--- config.mk ---
export PLATFORM = sky130hd
export DESIGN_NAME = fetch_ctrl
export DESIGN_NICKNAME = d
export VERILOG_FILES = /design/src/rtl/fetch_ctrl.sv
export SDC_FILE = /design/constraint.sdc
export NUM_CORES = 1
export LEC_CHECK = 0
export ABC_AREA = 1
export CORE_ASPECT_RATIO = 1.75
export CORE_MARGIN = 2
export CORE_UTILIZATION = 38
export CTS_BUF_LIST = sky130_fd_sc_hd__clkbuf_16
export DETAILED_ROUTE_END_ITERATION = 10
export PLACE_DENSITY = 0.78
export SYNTH_ARGS = -nofsm -noshare
export SYNTH_HDL_FRONTEND = slang
export SYNTH_SLANG_ARGS = --single-unit
--- constraint.sdc ---
create_clock -name Clk -period 1.55 [get_ports Clk]
set_input_delay 0.31 -clock Clk [delete_from_list [all_inputs] [get_ports Clk]]
set_output_delay 0.31 -clock Clk [all_outputs]
set_load 0.02 [all_outputs]
--- src/rtl/fetch_ctrl.sv ---
// Instruction fetch controller: issues one instruction-memory request at a time,
// holds the returned word in an output register and steers the PC on branches and redirects.
module fetch_ctrl #(
    parameter logic [31:0] RESET_VEC = 32'hBFC00000,
    parameter logic [31:0] EXC_VEC   = 32'hBFC00380
) (
    input  logic        Clk,
    input  logic        Rst,
    input  logic [31:0] PCCur,
    output logic        PCWEn,
    output logic [31:0] PCNext,
    output logic        ImemReq,
    output logic [31:0] ImemAddr,
    input  logic        ImemAck,
    input  logic [31:0] ImemRdata,
    output logic        InstValid,
    output logic [31:0] InstOut,
    output logic [31:0] InstPC,
    input  logic        Stall,
    input  logic        BrTaken,
    input  logic [31:0] BrTarget,
    input  logic        ExcReq,
    input  logic        EretReq,
    input  logic [31:0] EpcIn
);

    typedef enum logic [1:0] {
        IDLE  = 2'd0,
        BUSY  = 2'd1,
        DRAIN = 2'd2
    } state_t;

    state_t      state;
    logic [31:0] req_addr;

    logic        consume;
    logic        redirect;
    logic        issue;
    logic        fill;
    logic [31:0] fill_addr;

    // Handshake decode: consume, issue and fill qualify the same cycle's inputs
    always_comb begin
        consume   = InstValid & ~Stall;
        redirect  = ExcReq | EretReq;
        issue     = ~Rst & (state == IDLE) & (~InstValid | consume) & ~redirect;
        fill      = ImemAck & ~redirect & (issue | (state == BUSY));
        fill_addr = (state == IDLE) ? PCCur : req_addr;
    end

    // Memory request and PC steering; a consumed branch is only ever seen in an issue cycle
    always_comb begin
        ImemReq  = 1'b0;
        ImemAddr = PCCur;
        PCWEn    = 1'b1;
        PCNext   = PCCur;
        if (Rst) begin
            PCNext = RESET_VEC;
        end else begin
            ImemReq  = issue | (state == BUSY) | (state == DRAIN);
            ImemAddr = (state == IDLE) ? PCCur : req_addr;
            if (ExcReq) begin
                PCNext = EXC_VEC;
            end else if (EretReq) begin
                PCNext = EpcIn;
            end else if (issue) begin
                if (BrTaken & consume) begin
                    PCNext = BrTarget;
                end else begin
                    PCWEn = 1'b0;
                end
            end else begin
                PCNext = PCCur;
            end
        end
    end

    // FSM, request address latch and output instruction register
    always_ff @(posedge Clk) begin
        if (Rst) begin
            state     <= IDLE;
            req_addr  <= 32'h0000_0000;
            InstValid <= 1'b0;
            InstOut   <= 32'h0000_0000;
            InstPC    <= 32'h0000_0000;
        end else begin
            if (issue) begin
                req_addr <= PCCur;
            end
            if (fill) begin
                InstOut <= ImemRdata;
                InstPC  <= fill_addr;
            end
            if (redirect) begin
                InstValid <= 1'b0;
            end else if (fill) begin
                InstValid <= 1'b1;
            end else if (consume) begin
                InstValid <= 1'b0;
            end
            case (state)
                IDLE: begin
                    if (issue && !ImemAck) begin
                        state <= BUSY;
                    end
                end
                BUSY: begin
                    // An ack arriving with a redirect completes the request but the data is dropped
                    if (ImemAck) begin
                        state <= IDLE;
                    end else if (redirect) begin
                        state <= DRAIN;
                    end
                end
                DRAIN: begin
                    if (ImemAck) begin
                        state <= IDLE;
                    end
                end
                default: begin
                    state <= IDLE;
                end
            endcase
        end
    end

endmodule

# Word-level counts from Yosys, hierarchy flattened
# Index checks and enable logic that the tools add are counted.
# W data, S select, Z words.
# classes
n_eq_ne,5
n_mux,20
bitwise_logic,15
n_reduce_logical,6
# op_table
op,n
$mux W32,7
$mux W1,8
$mux W2,4
$and A1 B1 Y1,7
$pmux W2 S3,1
$not A1 Y1,4
$or A1 B1 Y1,4
$ne A3 B3 Y1 const B,1
$reduce_and A3 Y1,1
$eq A2 B1 Y1 const B,1
$eq A2 B2 Y1 const B,1
$logic_not A2 Y1,1
$ne A2 B1 Y1 const B,1
$ne A2 B2 Y1 const B,1
$reduce_bool A2 Y1,1
$reduce_or A2 Y1,1
$logic_and A1 B1 Y1,1
$logic_not A1 Y1,1
# word_totals
register_bits,99
input_bits,135
out_inout_bits,131
word_cells,51

# Depth between registers and ports, before layout
# Gate-level depths: netlist of run 1.
# logic_depth
ltp_word,9
depth_mapped,11
mapped_depth_nobuf,8

# Least setup slack after synthesis of run 1
# No wires, ideal clock.
# synth_path
path_type,flip-flop to output port
start,register InstValid
end,output port PCNext[9]
arrival_time_ps,1553
required_ps,1240
path_slack_ps,-313
path_stages_with_launch,10
n_path_buf,1
cell_sequence,dfxtp_1 > nand2_1 > nand2_2 > inv_2 > nand2_2 > buf_2 > nand2_1 > nand2_1 > nand2_1 > a21oi_1
# synth_between
elab_chain_cells,8
elab_cells_between_ends,11
classes_between,5 x mux; 6 x bitwise
# synth_rtl
element,line,rtl
start: declaration,16,"output logic InstValid,"
start signal: assignment,83,InstValid <= 1'b0;
start signal: assignment,95,InstValid <= 1'b0;
start signal: assignment,97,InstValid <= 1'b1;
$and A1 B1 Y1 or $not A1 Y1 (tied branches),"44, 46",
$or A1 B1 Y1,46,issue = ~Rst & (state == IDLE) & (~InstValid | consume) & ~redirect;
$and A1 B1 Y1 (2 in a row),46,
$mux W32 *,66,end else if (issue) begin
$mux W32 *,64,end else if (EretReq) begin
$mux W32 *,62,if (ExcReq) begin
$mux W32 *,57,if (Rst) begin
end: declaration,11,"output logic [31:0] PCNext,"
# Mark *: on every way between the ends. The rest lies on a longest branch, timed or not.

# Worst setup path after layout of run 1
# layout_path
start,register state[1]
end,output port PCNext[0]
# layout_between
elab_chain_cells,8
# layout_rtl
element,line,rtl
start: declaration,33,state_t state;
start signal: assignment,81,state <= IDLE;
start signal: assignment,104,state <= BUSY;
start signal: assignment,110,state <= IDLE;
$logic_not A2 Y1,46,
$and A1 B1 Y1 (3 in a row),46,
$mux W32,66,
$mux W32,64,
$mux W32,62,
$mux W32,57,
# Every way passes these cells.

==> results of run 1 <==
## worst paths after layout
kind	start	end	slack, ns	depth (start not counted)
hold / removal	Rst	InstValid$_SDFFE_PP0P_	0.31	4
setup / recovery	state[1]$_SDFFE_PP0P_	PCNext[0]	-0.57	9
hold reg to reg	req_addr[18]$_SDFFE_PP0P_	req_addr[18]$_SDFFE_PP0P_	0.45	2
setup reg to reg	state[1]$_SDFFE_PP0P_	InstPC[14]$_SDFFE_PP0P_	-0.43	13
## what timing repair did
item                                    CTS  global route
pin swaps                                 9            48
gates cloned                              4            24
endpoints found under the setup margin  201           227
resized for setup                       420           169
buffers inserted                         22            16
## critical path, stage by stage (launching register included)
cell	delay, ns
dfxtp_2	0.34
nor2_4	0.18
nand2_4	0.10
nor2_8	0.15
nand2_8	0.11
clkbuf_16	0.18
nand2_2	0.06
nand2_1	0.06
o21ai_2	0.13
buf_6	0.13
## registers in the layout, indices dropped and copies added (netlist names)
name / cells
req_addr: 32
InstPC: 32
state: 2
InstValid: 1
InstOut: 32
## per-stage QoR
step / area (µm²) / util [%] / hold slack [ns] / instances / total power, mW
2_1_floorplan: 5838 / - / 0.4300 / 903 / 3.500
3_3_place_gp: 9133 / 63.56 / 0.4391 / 1365 / 4.407
3_5_place_dp: 9133 / 63.56 / 0.4458 / 1365 / 4.424
4_1_cts: 9809 / 68.27 / 0.3023 / 1407 / 6.648
5_1_grt: 10940 / 76.11 / 0.3192 / 1445 / 7.179
6_report: 10940 / 76.11 / 0.3096 / 1445 / 6.928
## routing by layer
metal / wire (µm) / vias to the layer above
met5: 0 / -
met4: 1235 / 0
met1: 8965 / 3530
met2: 13720 / 326
met3: 1555 / 68
li1: - / 3634
## cell usage after synthesis (4+ instances only)
cell type / number
dfxtp_1: 99
o21ai_0: 80
inv_1: 89
nand2_1: 221
nor2_1: 92
a21oi_1: 111
buf_4: 11
nand4_1: 5
nand3_1: 119
buf_2: 28
clkbuf_1: 25
buf_6: 4
## final cells by class
cell class / count / area share [%]
clock buffers: 9 / 2.059
clock inverters: 7 / 0.4920
inverters: 94 / 3.364
multi-input cells: 639 / 32.65
flip-flops and latches: 99 / 18.18
well taps: 180 / 2.059
repair buffers: 417 / 41.19
## logic make-up after synthesis
family,after synthesis
buffers and inverters,165
AOI/OAI and AO/OA,194
and+or+nand+nor,445
DFF,99
## power groups by stage
stage	clock network (mW)	logic, mW	registers [mW]
floorplan	0	0.769	2.73
global placement	0	1.71	2.70
detailed placement	0	1.72	2.70
CTS	2.19	1.82	2.65
global route	2.30	2.23	2.66
finish	2.17	2.11	2.65
==> metrics, run 1 <==
status finished, violations left; violated checks setup timing; post-synth top area share 35.60%; distinct cell type count after synthesis 23; final-report max-slew violation count 0; # hold bufs at CTS 0; Synth area leader dfxtp_1; Tightest Hold Check Type primary input to register; Seq/Total Area, Yosys 35.60%; critical path endpoint category primary output; Combinational Power Share 30.4%; Clk pin slew, worst setup/hold paths 0.07 ns; initial antenna violation count 0; H-tree depth 3; final hold viol count 0; period utilization 136.6%; post-synthesis compound-gate area fraction 17.51%; Tightest Pin Transition 1.107 ns; GR Layer Usage met3 4.587%; DIE WIDTH 95.49 µm; met2 Use GR 49.10%; Max-slew headroom 26.22%; Remaining DRCs 0; Max-cap violations 0; synthesis-to-finish area growth 96.45%; IO Port Bufs 265; dominant synthesized flop cell dfxtp_1; met1 usage about 27%; Pwr per Cell Area 633.6 mW/mm²; Register Area 0.001988 mm²; Initial Utilization between 30% and 40%; total grt overflow 0; Cell Area, Synth 0.005567 mm²; fillcell total 1049; fraction of the mapped netlist area in adder cells 0%; CTS sink count 99; Final TNS setup -54.35 ns; die span in y 164.1 µm; largest net degree at the start of global routing between 90 and 100; Total GRT Usage 26.37%; Setup crit start kind register; vias in the first global route roughly 6600; TritonCTS clock tree built; Total Die Area 0.01567 mm²; latest clock arrival within the worst-skew pair 0.35 ns; Routed wire per std cell 17.63 µm; number of synthesized flops with an enable pin 0; initial DRC count 461; Psw 2.136 mW; CTS Root Cell clkbuf_16; Max Clk Rate 0.4723 GHz; detailed placement HPWL 14.71 mm; # rows 58; clock power share 31.3%; Net count, final 1395; first-pass GRT wire length 32.20 mm; io pins 266; #FFs+latches synth 99; min cycle time layout approximately 2.1 ns; pre-CTS setup slack -1.048 ns; critical path required time 1.24 ns; setup violators final roughly 200; area of the multi-input gates between 0.003 and 0.004 mm²; DRT Wirelength between 20 and 30 mm; Mapped Cells 903; Int Pwr 4.793 mW; RSZ-0062 raised after global routing yes; ranking of synthesized cells by area dfxtp_1 (36%), nand2_1 (15%), nand3_1 (11%); number of buffers created by CTS 9; post-synthesis xor/xnor area fraction 0%; Post-Syn Area per Cell 6.165 µm²; arrival time worst endpoint roughly 1.8 ns; most frequent cells in the layout nand2_1 (185), clkdlybuf4s50_1 (170), buf_4 (114), dfxtp_1 (96), inv_1 (87); grt peak-use layer met2; core area 0.01437 mm²; Sequential Power Share between 30% and 40%; crit-path max FO 6; Final WS setup -0.5673 ns; mux cell area share after synthesis 0%; GPL Wtd Cong 0.8758; Post-Synth Simple-Gate Area 33.78%; maximum vdd drop 0.0006420 V; largest family of logic cells by synthesized area simple AND/OR/NAND/NOR gates; leading cell type in the layout, fill and taps excluded nand2_1; antenna cells 0; layout cells sized above 1 33.83%; Switching Share 30.82%; CTS Buffer Depth 2; worst clock skew ~0.0075 ns; critical path class register to primary output; Ys Warns 0; Leak 5.292 nW; drt first pass iters 5; antenna-violating nets left 0; ys async rst share 0%; DR vias 7558; DR vias/cell about 5.2; syn_nets 1038
Power figures use the tool's default switching activity.
==> run 2, diff against run 1 <==
REMOVE_ABC_BUFFERS = 1   (was unset)
==> run 2 against run 1 <==
Against the previous run: the flow still finishes with violations (setup timing); power up 0.74%; die area stayed put; maximum frequency rose by 3.0%; worst hold slack improved by 0.061 ns; clock power up 2%; critical endpoint is now ImemAddr[2]; cell count grew 1.2%; combinational power is essentially flat; wire length is 0.33% higher; register-to-register slack about the same; critical path depth fell by 1; sequential power about the same; critical path type unchanged; first-iteration DRC count is 2.4% lower.
==> metrics, run 2 (synthesis results as in run 1) <==
H-tree depth 3; Pwr per Cell Area ~660 mW/mm²; GPL Wtd Cong approximately 0.81; Reg-to-Reg End InstPC[5]$_SDFFE_PP0P_; CTS Root Cell clkbuf_16; arrival time worst endpoint 1.75 ns; Hold Startpoint Rst; leading cell type in the layout, fill and taps excluded nand2_1; detailed placement HPWL 14.13 mm; layout cells sized above 1 26.44%; clock power share 31.7%; final hold viol count 0; die span in y 164.1 µm; most frequent cells in the layout nand2_1 (217), buf_4 (136), clkdlybuf4s50_1 (130), nand3_1 (105), dfxtp_1 (96); TritonCTS clock tree built; # rows 58; Total GRT Usage 31.22%; fillcell total ~1100; latest clock arrival within the worst-skew pair roughly 0.35 ns; RR Startpoint state[1]$_SDFFE_PP0P_; RSZ-0062 raised after global routing yes; worst-case reg-to-reg path depth 14; placed insts approximately 1400; Worst R2R Setup Slack -0.42 ns; Setup crit start kind register; crit-path max FO 5; Min-Delay Endpoint InstValid$_SDFFE_PP0P_; area of the multi-input gates 0.003198 mm²; Tightest Pin Transition 0.7937 ns; Total Die Area ~0.016 mm²; drt first pass iters 5; largest net degree at the start of global routing 97; initial DRC count 450; synthesis-to-finish area growth 89.86%; Sequential Power Share a little under two fifths; Max Clk Rate 0.4864 GHz; CTS Buffer Depth 2; hold_ws 0.3703 ns; setup violators final about 130; initial antenna violation count 1; Post-Layout Cell Count 1463; DR vias 7557; Initial Utilization approximately 39%; Register Area 0.001986 mm²; Power Total 6.980 mW; Int Pwr 4.828 mW; final-report max-slew violation count 0; Psw 2.152 mW; period utilization 132.6%; Routed wire per std cell between 15 and 20 µm; worst clock skew between 0.01 and 0.015 ns; maximum vdd drop a little under 0.0005 V; pre-CTS setup slack -1.051 ns; critical path endpoint category primary output; io pins 266; violated checks setup timing; critical path required time 1.24 ns; status finished, violations left; Max-cap violations 0; IO Port Bufs 265; Combinational Power Share about 30%; Net count, final between 1000 and 1500; critical path class register to primary output; Hold Path Depth 4; total grt overflow 0; antenna-violating nets left 0; Max-slew headroom 47.09%; Tightest Hold Check Type primary input to register; Switching Share 30.83%; min cycle time layout 2.056 ns; DIE WIDTH 95.49 µm; vias in the first global route 7327; Remaining DRCs 0; core area 0.01437 mm²; DRT Wirelength roughly 26 mm; Final WS setup -0.5058 ns; Regs by FF count InstOut: 32 flops, InstPC: 32 flops, req_addr: 32 flops; Leak 5.076 nW; CTS sink count 99; Clk pin slew, worst setup/hold paths roughly 0.070 ns; DR vias/cell 5.165; first-pass GRT wire length around 38 mm; number of buffers created by CTS 9
run 2: cell count changes in the layout (fill, tap and decap cells not counted), moves of 27 or more:
cell and delta:
dlygate4sd2_1 +64, o21ai_2 -43, clkdlybuf4s50_1 -40, nand2_1 +32, nand2_2 -31, buf_6 -28
nand3_2 -28, nand3_1 +27
run 2: worst max-delay path by stage:
stage	depth (start not counted)	start	to
floorplan	7	state[1]$_SDFFE_PP0P_	ImemReq
global placement	8	EretReq	PCNext[6]
detailed placement	8	EretReq	PCNext[15]
CTS	9	state[0]$_SDFFE_PP0P_	PCNext[19]
global route	10	state[1]$_SDFFE_PP0P_	PCNext[23]
finish	8	state[1]$_SDFFE_PP0P_	ImemAddr[2]
run 2: critical path: stages (launching register included):
cell and delay [ns]:
dfxtp_2 0.36, nor2_4 0.06, buf_4 0.13, buf_6 0.13
buf_12 0.13, nor2_1 0.22, a21oi_4 0.07, o21ai_1 0.15
buf_4 0.16
run 2: stage by stage:
stage	utilization [%]	TNS, ns	area (µm²)
2_1_floorplan	-	-423.35	5194
3_3_place_gp	62.32	-111.80	8955
3_5_place_dp	62.32	-115.35	8955
4_1_cts	71.54	-46.74	10280
5_1_grt	73.55	-58.87	10570
6_report	73.55	-48.91	10570
run 2: what timing repair did:
| action | CTS | global route |
|---|---|---|
| endpoints found under the setup margin | 215 | 163 |
| hold buffers | 0 | 0 |
| gates resized for setup | 519 | 103 |
| buffers inserted | 47 | 7 |
| gates cloned | 22 | 4 |
| pin swaps | 41 | 32 |
run 2: layout make-up:
| cell class | instances | area share [%] |
|---|---|---|
| inverter | 94 | 3.409 |
| tap | 180 | 2.131 |
| clock buffer | 9 | 2.131 |
| antenna | 1 | 0.02368 |
| clock inverter | 7 | 0.5446 |
| sequential | 99 | 18.79 |
| timing repair buffer | 434 | 42.71 |
| multi-input combinational | 639 | 30.26 |
run 2: power by group through the flow:
stage                     clock network (mW)  logic (mW)  registers, mW
final                                   2.21        2.12           2.65
after detailed placement                   0        1.65           2.70
after CTS                               2.25        2.00           2.64
after floorplan                            0       0.612           2.73
after global routing                    2.38        2.25           2.65
after global placement                     0        1.64           2.70
run 2: layer usage:
| metal | up-vias | GRT usage [%] | wire length [µm] |
|---|---|---|---|
| met5 | - | 0 | 0 |
| met3 | 76 | 5.780 | 1639 |
| li1 | 3666 | - | - |
| met4 | 0 | 17.66 | 1368 |
| met2 | 323 | 56.11 | 13530 |
| met1 | 3492 | 33.39 | 9028 |
==> run 3, diff against run 2 <==
SETUP_SLACK_MARGIN = 0.15   (was unset)
==> run 3 against run 2 <==
Against the previous run: the flow still finishes with violations (setup timing); sequential cell count did not move; utilization rose by 3.5 points; clock power barely moved; cell count rose by 0.96%; combinational power rose by 6%; sequential power barely moved; global-route usage fell by 0.70 points; register-to-register slack got worse by 0.02 ns; maximum frequency fell by 2.6%; sequential share of layout area fell by 0.85 points; critical path depth rose by 2; final area rose by 4.7%; largest cell class unchanged.
==> metrics, run 3 (synthesis results as in run 1) <==
first-pass GRT wire length between 30 and 40 mm; Power Total 7.117 mW; Initial Utilization a little under 40%; # rows 58; Max-cap violations 0; synthesis-to-finish area growth 98.81%; Max Clk Rate ~0.47 GHz; final-report max-slew violation count 0; TritonCTS clock tree built; maximum vdd drop 0.0004900 V; critical path endpoint category primary output; vias in the first global route 7217; DIE WIDTH 95.49 µm; drt first pass iters 5; total grt overflow 0; violated checks setup timing; final core utilization between 70 and 80%; critical path class register to primary output; launch point of the worst path state[1]$_SDFFE_PP0P_; Pwr per Cell Area about 640 mW/mm²; critical path required time 1.24 ns; leading cell type in the layout, fill and taps excluded nand2_1; largest net degree at the start of global routing 97; RR Startpoint state[1]$_SDFFE_PP0P_; DR vias/cell 5.284; die span in y 164.1 µm; initial antenna violation count 1; most frequent cells in the layout nand2_1 (216), clkdlybuf4s50_1 (130), buf_4 (124), nand3_1 (100), dfxtp_1 (96); Final WS setup -0.5610 ns; Setup crit start kind register; number of buffers created by CTS 9; min cycle time layout between 2 and 2.5 ns; H-tree depth 3; CTS sink count between 90 and 100; Max-slew headroom between 30% and 40%; Routed wire per std cell around 18 µm; DR vias 7804; layout cells sized above 1 between 20 and 30%; Worst R2R Setup Slack -0.44 ns; RSZ-0062 raised after global routing yes; Total Die Area around 0.016 mm²; Tightest Hold Check Type primary input to register; DRT Wirelength 27.28 mm; Hold Startpoint Rst; Leak 5.633 nW; initial DRC count between 400 and 500; crit-path max FO 5; Net count, final 1426; setup violators final 146; detailed placement HPWL 14.13 mm; IO Port Bufs around 270; core area 0.01437 mm²; Total GRT Usage a little over 30%; Remaining DRCs 0; period utilization 136.2%; Clk pin slew, worst setup/hold paths roughly 0.07 ns; latest clock arrival within the worst-skew pair 0.36 ns; CTS Root Cell clkbuf_16; antenna-violating nets left 0; GPL Wtd Cong about 0.81; arrival time worst endpoint ~1.8 ns; final hold viol count 0; worst clock skew 0.01255 ns; CTS Buffer Depth 2; status finished, violations left; Regs by FF count InstOut: 32 flops, InstPC: 32 flops, req_addr: 32 flops; io pins 266; Tightest Pin Transition 0.9129 ns
==> run 3: stage by stage <==
| stage | std cells | area (µm²) | setup slack, ns | hold WS, ns | TNS [ns] |
|---|---|---|---|---|---|
| finish | 1477 | 11070 | -0.5610 | 0.3712 | -57.11 |
| global route | 1477 | 11070 | -0.6819 | 0.3730 | -68.27 |
| CTS | 1453 | 10210 | -0.5263 | 0.3710 | -50.44 |
| detailed placement | 1377 | 8955 | -1.051 | 0.4450 | -115.35 |
| global placement | 1377 | 8955 | -1.017 | 0.4406 | -111.80 |
| floorplan | 832 | 5194 | -3.553 | 0.3791 | -423.35 |
==> run 3: layout make-up <==
| cell class | count | area [µm²] |
|---|---|---|
| Tap cell | 180 | 225.2 |
| Inverter | 94 | 357.8 |
| Multi-Input combinational cell | 639 | 3321 |
| Fill cell | 990 | 3302 |
| Clock buffer | 9 | 225.2 |
| Timing Repair Buffer | 448 | 4892 |
| Antenna cell | 1 | 2.502 |
| Clock inverter | 7 | 57.56 |
| Sequential cell | 99 | 1986 |
==> run 3: per-layer routing <==
metal  global-route usage (%)  wire [µm]  vias to the layer above
met5                        0          0                        -
met4                    17.01       1822                        0
met3                    5.872       1742                      110
met2                    55.95      14290                      365
met1                    31.65       9419                     3638
li1                         -          -                     3691
==> run 3: timing repair <==
| item | CTS | global route |
|---|---|---|
| resized for setup | 478 | 184 |
| gates cloned | 21 | 11 |
| endpoints found under the setup margin | 228 | 198 |
| pin swaps | 28 | 43 |
| hold buffers | 0 | 0 |
| setup buffers | 39 | 12 |
==> run 3: report_power, final <==
group          switching [mW]  internal (mW)
Combinational            1.08           1.16
Sequential             0.0325           2.61
Clock                    1.11           1.12
Total                    2.23           4.89
==> run 3: worst paths after layout <==
kind,cells after the start,end
worst min-delay path,4,InstValid$_SDFFE_PP0P_
worst max register to register,13,InstOut[13]$_SDFFE_PP0P_
worst max-delay path,10,PCNext[7]
worst min register to register,2,req_addr[8]$_SDFFE_PP0P_
==> run 3: worst max-delay path, stage by stage (launching register included) <==
cell and delay, ns:
dfxtp_2 0.34, nor2_4 0.20, nand2_4 0.10, nor2_8 0.10, buf_4 0.11, buf_6 0.10
nand2_1 0.05, nand2_1 0.05, nand2_1 0.06, a21oi_1 0.16, buf_4 0.17
